$ cat config.mk
export PLATFORM = sky130hd
export DESIGN_NAME = pool_writeback
export DESIGN_NICKNAME = d
export VERILOG_FILES = /design/src/rtl/pool_writeback_pkg.sv /design/src/rtl/wb_fifo.sv /design/src/rtl/pool_writeback.sv
export SDC_FILE = /design/constraint.sdc
export NUM_CORES = 1
export LEC_CHECK = 0
export CORE_MARGIN = 2
export CORE_UTILIZATION = 48
export CTS_BUF_LIST = sky130_fd_sc_hd__clkbuf_8 sky130_fd_sc_hd__clkbuf_16
export DETAILED_ROUTE_END_ITERATION = 10
export PLACE_DENSITY = 0.7
export SKIP_CTS_REPAIR_TIMING = 1
export SYNTH_ARGS = -nofsm -noshare
export SYNTH_HDL_FRONTEND = slang
export SYNTH_SLANG_ARGS = --single-unit
$ cat constraint.sdc
create_clock -name clk -period 16.7 [get_ports clk]
set_input_delay 3.34 -clock clk [delete_from_list [all_inputs] [get_ports clk]]
set_output_delay 3.34 -clock clk [all_outputs]
set_load 0.05 [all_outputs]
$ cat src/rtl/pool_writeback_pkg.sv
// Shared types and widths for the pool write-back path.
package pool_writeback_pkg;

  localparam int unsigned LANE_W = 8;
  localparam int unsigned WORD_W = 256;
  localparam int unsigned HALF_W = 128;

  typedef enum logic [1:0] {
    IDLE  = 2'd0,
    RUN   = 2'd1,
    DRAIN = 2'd2,
    DONE  = 2'd3
  } state_e;

endpackage

$ cat src/rtl/wb_fifo.sv
// Small synchronous FIFO for packed write-back words.
// Ports: clr_i synchronous flush, push_i/din_i write side, pop_i/dout_o read
// side, full_o/empty_o flags, last_o when exactly one word is held.
// A push while full is accepted only if a pop happens in the same cycle.
// DEPTH must be a power of two, at least 2.
module wb_fifo #(
  parameter int unsigned DEPTH = 4,
  parameter int unsigned WIDTH = 256
) (
  input  logic             clk,
  input  logic             rst_n,
  input  logic             clr_i,
  input  logic             push_i,
  input  logic [WIDTH-1:0] din_i,
  input  logic             pop_i,
  output logic [WIDTH-1:0] dout_o,
  output logic             full_o,
  output logic             empty_o,
  output logic             last_o
);

  localparam int unsigned PTR_W = $clog2(DEPTH);
  localparam int unsigned CNT_W = $clog2(DEPTH + 1);

  logic [WIDTH-1:0] mem_q [DEPTH];
  logic [PTR_W-1:0] wptr_q, wptr_d, rptr_q, rptr_d;
  logic [CNT_W-1:0] cnt_q, cnt_d;
  logic             nempty_q;
  logic             do_push, do_pop;

  assign full_o  = (cnt_q == CNT_W'(DEPTH));
  assign last_o  = (cnt_q == CNT_W'(1));
  assign empty_o = !nempty_q;
  assign dout_o  = mem_q[rptr_q];

  assign do_pop  = pop_i && (cnt_q != '0);
  assign do_push = push_i && (!full_o || do_pop);

  // Pointer and occupancy update; pointers wrap naturally at DEPTH.
  always_comb begin
    wptr_d = wptr_q;
    rptr_d = rptr_q;
    cnt_d  = cnt_q;
    if (do_push) wptr_d = wptr_q + PTR_W'(1);
    if (do_pop)  rptr_d = rptr_q + PTR_W'(1);
    if (do_push && !do_pop)      cnt_d = cnt_q + CNT_W'(1);
    else if (!do_push && do_pop) cnt_d = cnt_q - CNT_W'(1);
    if (clr_i) begin
      wptr_d = '0;
      rptr_d = '0;
      cnt_d  = '0;
    end
  end

  always_ff @(posedge clk or negedge rst_n) begin
    if (!rst_n) begin
      wptr_q   <= '0;
      rptr_q   <= '0;
      cnt_q    <= '0;
      nempty_q <= 1'b0;
    end else begin
      wptr_q   <= wptr_d;
      rptr_q   <= rptr_d;
      cnt_q    <= cnt_d;
      nempty_q <= (cnt_d != '0);
    end
  end

  // Storage needs no reset: nothing is readable until pushed.
  always_ff @(posedge clk) begin
    if (do_push && !clr_i) mem_q[wptr_q] <= din_i;
  end

endmodule

$ cat src/rtl/pool_writeback.sv
// Packs pool-stage results into 256-bit words and writes them to the
// feature-map buffer at consecutive addresses.
// Ports: start/layer1/base_addr begin a pass; in_data/in_valid/in_end carry
// the pool stream (no backpressure); wr_valid/wr_ready/wr_addr/wr_data form
// the write handshake; busy, done, overflow and word_cnt report status.
module pool_writeback
  import pool_writeback_pkg::*;
#(
  parameter int unsigned ADDR_W     = 16,
  parameter int unsigned FIFO_DEPTH = 4
) (
  input  logic              clk,
  input  logic              rst_n,
  input  logic              start,
  input  logic              layer1,
  input  logic [ADDR_W-1:0] base_addr,
  input  logic [WORD_W-1:0] in_data,
  input  logic              in_valid,
  input  logic              in_end,
  output logic              wr_valid,
  input  logic              wr_ready,
  output logic [ADDR_W-1:0] wr_addr,
  output logic [WORD_W-1:0] wr_data,
  output logic              busy,
  output logic              done,
  output logic              overflow,
  output logic [ADDR_W-1:0] word_cnt
);

  state_e              state_q, state_d;
  logic                layer1_q, layer1_d;
  logic                half_q, half_d;
  logic [HALF_W-1:0]   low_q, low_d;
  logic [ADDR_W-1:0]   wr_addr_q, wr_addr_d;
  logic [ADDR_W-1:0]   word_cnt_q, word_cnt_d;
  logic                ovf_q, ovf_d;
  logic                busy_q, busy_d;
  logic                done_q, done_d;
  logic                clr_c, push_c, pop_c;
  logic [WORD_W-1:0]   push_data_c;
  logic                fifo_full, fifo_empty, fifo_last;

  assign wr_valid = !fifo_empty;
  assign pop_c    = wr_valid && wr_ready;
  assign wr_addr  = wr_addr_q;
  assign word_cnt = word_cnt_q;
  assign overflow = ovf_q;
  assign busy     = busy_q;
  assign done     = done_q;

  wb_fifo #(
    .DEPTH (FIFO_DEPTH),
    .WIDTH (WORD_W)
  ) u_fifo (
    .clk     (clk),
    .rst_n   (rst_n),
    .clr_i   (clr_c),
    .push_i  (push_c),
    .din_i   (push_data_c),
    .pop_i   (pop_c),
    .dout_o  (wr_data),
    .full_o  (fifo_full),
    .empty_o (fifo_empty),
    .last_o  (fifo_last)
  );

  // Next-state, packer and counters.
  always_comb begin
    state_d     = state_q;
    layer1_d    = layer1_q;
    half_d      = half_q;
    low_d       = low_q;
    wr_addr_d   = wr_addr_q;
    word_cnt_d  = word_cnt_q;
    ovf_d       = ovf_q;
    clr_c       = 1'b0;
    push_c      = 1'b0;
    push_data_c = '0;

    if (pop_c) begin
      wr_addr_d  = wr_addr_q + ADDR_W'(1);
      word_cnt_d = word_cnt_q + ADDR_W'(1);
    end

    unique case (state_q)
      IDLE: begin
        if (start) begin
          state_d    = RUN;
          layer1_d   = layer1;
          wr_addr_d  = base_addr;
          word_cnt_d = '0;
          ovf_d      = 1'b0;
          half_d     = 1'b0;
          low_d      = '0;
          clr_c      = 1'b1;
        end
      end
      RUN: begin
        // At most one push per cycle: a beat and an end together either
        // complete a word or flush a lone half, never both.
        if (layer1_q) begin
          if (in_valid) begin
            push_c      = 1'b1;
            push_data_c = in_data;
          end
        end else if (in_valid && half_q) begin
          push_c      = 1'b1;
          push_data_c = {in_data[HALF_W-1:0], low_q};
          half_d      = 1'b0;
        end else if (in_valid) begin
          if (in_end) begin
            push_c      = 1'b1;
            push_data_c = {HALF_W'(0), in_data[HALF_W-1:0]};
          end else begin
            low_d  = in_data[HALF_W-1:0];
            half_d = 1'b1;
          end
        end else if (in_end && half_q) begin
          push_c      = 1'b1;
          push_data_c = {HALF_W'(0), low_q};
          half_d      = 1'b0;
        end
        if (in_end) state_d = DRAIN;
      end
      DRAIN: begin
        // Leave once the final word is handed off this cycle.
        if (fifo_empty || (fifo_last && pop_c)) state_d = DONE;
      end
      DONE: state_d = IDLE;
      default: state_d = IDLE;
    endcase

    if (push_c && fifo_full && !pop_c) ovf_d = 1'b1;

    busy_d = (state_d != IDLE);
    done_d = (state_d == DONE);
  end

  always_ff @(posedge clk or negedge rst_n) begin
    if (!rst_n) begin
      state_q    <= IDLE;
      layer1_q   <= 1'b0;
      half_q     <= 1'b0;
      low_q      <= '0;
      wr_addr_q  <= '0;
      word_cnt_q <= '0;
      ovf_q      <= 1'b0;
      busy_q     <= 1'b0;
      done_q     <= 1'b0;
    end else begin
      state_q    <= state_d;
      layer1_q   <= layer1_d;
      half_q     <= half_d;
      low_q      <= low_d;
      wr_addr_q  <= wr_addr_d;
      word_cnt_q <= word_cnt_d;
      ovf_q      <= ovf_d;
      busy_q     <= busy_d;
      done_q     <= done_d;
    end
  end

endmodule

==> impl_metrics.tcl <==
set metrics [dict create \
    status "completed" \
    timing.reg2reg.setup_slack_ps 12030 \
    path_class "reg2out" \
    power_per_cell_area_nw_per_um2 178 \
    synth-edff-count 1024 \
    drt_initial_violations 2126 \
    crit_path_max_incr_delay_ps 1040 \
    setup_repair_after_global_routing_missed_its_margin "false" \
    fin_setup_tns_ps 0 \
    finalClockSkew_ps 22.5 \
    final_net_count 3335 \
    grt_pass1_vias 26624 \
    fp-row-count 114 \
    coreArea_um2 96700 \
    critical_path.reg2reg.startpoint "state_q[1]$_DFF_PN0_" \
    grt_max_degree 129 \
    synth_warnings 0 \
    p_comb_share_pct 38.1 \
    rr_worst_depth 6 \
    ctsRootBufferMaster "sky130_fd_sc_hd__clkbuf_16" \
    ant_nets 0 \
    drt-total-wl_um 113000 \
    dp_hpwl_um 68300 \
    ys_ff_latch 1199 \
    intPower_mw 6.44 \
    post_synth_main_area_contributors "sky130_fd_sc_hd__edfxtp_1 66%, sky130_fd_sc_hd__mux4_2 12%, sky130_fd_sc_hd__dfrtp_1 9.3%" \
    synthFlopType "sky130_fd_sc_hd__edfxtp_1" \
    worst_skew_pair.late_latency_ps 690 \
    post-route-drc-count 0 \
    route.detailed.vias_per_inst 5.78 \
    critical_path_arrival_ps 4950 \
    commonest_cells_post_synth "1,024 x sky130_fd_sc_hd__edfxtp_1, 303 x sky130_fd_sc_hd__nand2_1, 257 x sky130_fd_sc_hd__a22o_1" \
    cts.path.max_buffers 3 \
    crit_path_start_kind "flop" \
    synth-seq-area-share_pct 75.0 \
    power.switching_mw 3.79 \
    chipHeight_um 316 \
    yosysTopAreaCell "sky130_fd_sc_hd__edfxtp_1" \
    worst_setup_hold_path_clk_slew_ps 60 \
    p_sw_share_pct 37.1 \
    floorplan.die_area_um2 100000 \
    critical_path_required_ps 13360 \
    min_path_cells 2 \
    detailroute.via_count 25595 \
    most_common_cell_in_the_synthesized_netlist "sky130_fd_sc_hd__edfxtp_1" \
    sequentialPowerShare_pct 36.9 \
    drv_slew 0 \
    initial_cell_density_of_the_core_pct 48.4 \
    crit_path_cell_trace "buf_4, buf_4, mux4_2, clkdlybuf4s50_1" \
    detailedRoute.firstPassIterationCount 5 \
    drive_above_1_share_pct 15.6 \
    globalRoute.totalOverflow 0 \
    critical_path_peak_fanout 81 \
    hold_sp "low_q[101]$_DFFE_PN0P_" \
    final_worst_path_cycle_share_pct 49.6 \
    number_of_cells_after_detailed_placement 4203 \
    mappedNetlistArea_um2 46900 \
    finalHoldViolations 0 \
    finalSetupViolations 0 \
    syn-num-nets 2773 \
    fin_crit_ps 8290 \
    yosys.cell_types.count 45 \
    p_total_mw 10.2 \
    power.share.clock_pct 25.1 \
    syn_avg_cell_area_um2 18.9 \
    cp-end-kind "output pin" \
    cts_buffers 117 \
    routedWlPerCell_um 25.6 \
    max_cap_viol_count 0 \
    achievable-frequency_ghz 0.121 \
    min_to "low_q[101]$_DFFE_PN0P_" \
    postSynthCellCount 2484 \
    fp.dieW_um 316 \
    timing.max_slew.rel_slack_pct 18.1 \
    cts-htree-levels 3 \
    slowest_stage "sky130_fd_sc_hd__buf_4" \
    tightest_slew_ps 1230 \
    grt_pass1_wl_um 168000 \
    max_rail_drop_vdd_mv 0.150 \
    asyncSetResetFlopFracSynth_pct 14.6 \
    area.growth.synth_to_final_pct 22.9 \
    clk_sinks 1199 \
    yosys.area.top_type_share_pct 65.6 \
    ports 571 \
    fin_cells 4428 \
    static-leakage-power_nw 19.5 \
    final.hold.worst_slack_ps 483 \
    antenna_found_initial 11 \
    min_path_type "reg2reg" \
    grtUsageTotal_pct 22.5 \
    gpl.final_weighted_congestion 0.802 \
    r2r_end "u_fifo.mem_q[3][198]$_DFFE_PP_" \
    cts_tree "yes" \
    critical-path-top-cell-by-count "sky130_fd_sc_hd__buf_4" \
    numPortBuffers 570 \
]
## cell families after synthesis
group	Yosys count	share of synthesized area, %
mux	259	12.4
flops	1199	75.0
compound gates	428	6.72
buf+inv	174	1.77
fa+ha+maj	10	0.267
simple gates	384	3.34
xor+xnor	30	0.561
## cell type report
cell class                 count  area (µm²)
clock buffer                 145        3360
sequential                  1199       35100
inverter                      11        41.3
timing repair buffer         606        6020
antenna                        3        7.51
multi-input combinational   1111       10900
tap                         1276        1600
fill                        6922       39100
clock inverter                77         478
## worst max-delay path: cells and delay by family (launching register included)
family	cells	cell delay [ps]
muxes	1	420
buffers and inverters	3	2720
DFF	1	880
## per-stage QoR
stage / setup slack (ps) / cell area, µm² / util (%)
CTS: 8310 / 57600 / 59.5
finish: 8410 / 57600 / 59.5
global placement: 8440 / 53700 / 55.6
global route: 8200 / 57600 / 59.5
detailed placement: 8510 / 53700 / 55.6
floorplan: 6140 / 46900 / -
## layout by cell type (no fill, tap or decap), drive strengths merged, types with 4 or more instances in the layout
cell           Yosys  routed
buf              112      36
clkbuf            51     146
o21ai            154     154
inv               11      46
xor2              18      18
nand4             10      10
clkinv             0      38
edfxtp          1024    1024
or3                4       4
ha                10      10
a22o             257     257
mux4             256     256
a21oi              8       8
dfrtp            175     175
xnor2             12      12
nor2              32      32
and2               7       7
bufinv             0       4
nand2            303     303
nor3               5       5
nand3             12      12
clkdlybuf4s50      0     569
## how the worst max path moves through the flow
| stage | startpoint | endpoint | slack [ps] | cells past startpoint |
|---|---|---|---|---|
| finish | u_fifo.rptr_q[1]$_DFFE_PN0P_ | wr_data[171] | 8410 | 4 |
| global route | u_fifo.rptr_q[1]$_DFFE_PN0P_ | wr_data[23] | 8200 | 4 |
| CTS | u_fifo.rptr_q[1]$_DFFE_PN0P_ | wr_data[23] | 8310 | 4 |
| detailed placement | in_end | u_fifo.mem_q[3][200]$_DFFE_PP_ | 8510 | 8 |
| global placement | in_end | u_fifo.mem_q[3][195]$_DFFE_PP_ | 8440 | 8 |
| floorplan | in_end | u_fifo.mem_q[0][0]$_DFFE_PP_ | 6140 | 5 |
## power by group through the flow
stage | Clock, mW | Sequential, mW | Combinational (mW)
after floorplan | 0 | 3.90 | 2.61
after global placement | 0 | 3.81 | 3.91
after detailed placement | 0 | 3.84 | 3.94
after CTS | 2.62 | 3.78 | 3.95
after global routing | 2.73 | 3.80 | 4.09
final | 2.57 | 3.77 | 3.90
## per-layer routing
layer | wire [µm] | global-route usage (%) | vias to the layer above | share of wire (%)
li1 | - | - | 11142 | -
met1 | 44100 | 29.6 | 13321 | 39
met2 | 58000 | 38.2 | 957 | 51
met3 | 9070 | 5.27 | 159 | 8.0
met4 | 2190 | 5.67 | 16 | 1.9
met5 | 104 | 0 | - | 0.092
## sequential cells by signal, indices dropped and copies added, names as in the netlist, 2 cells and up
register	flops
state_q	2
u_fifo.rptr_q	2
u_fifo.mem_q	1024
wr_addr	16
low_q	128
u_fifo.cnt_q	3
u_fifo.wptr_q	2
word_cnt	16
(Power assumes the default switching activity.)
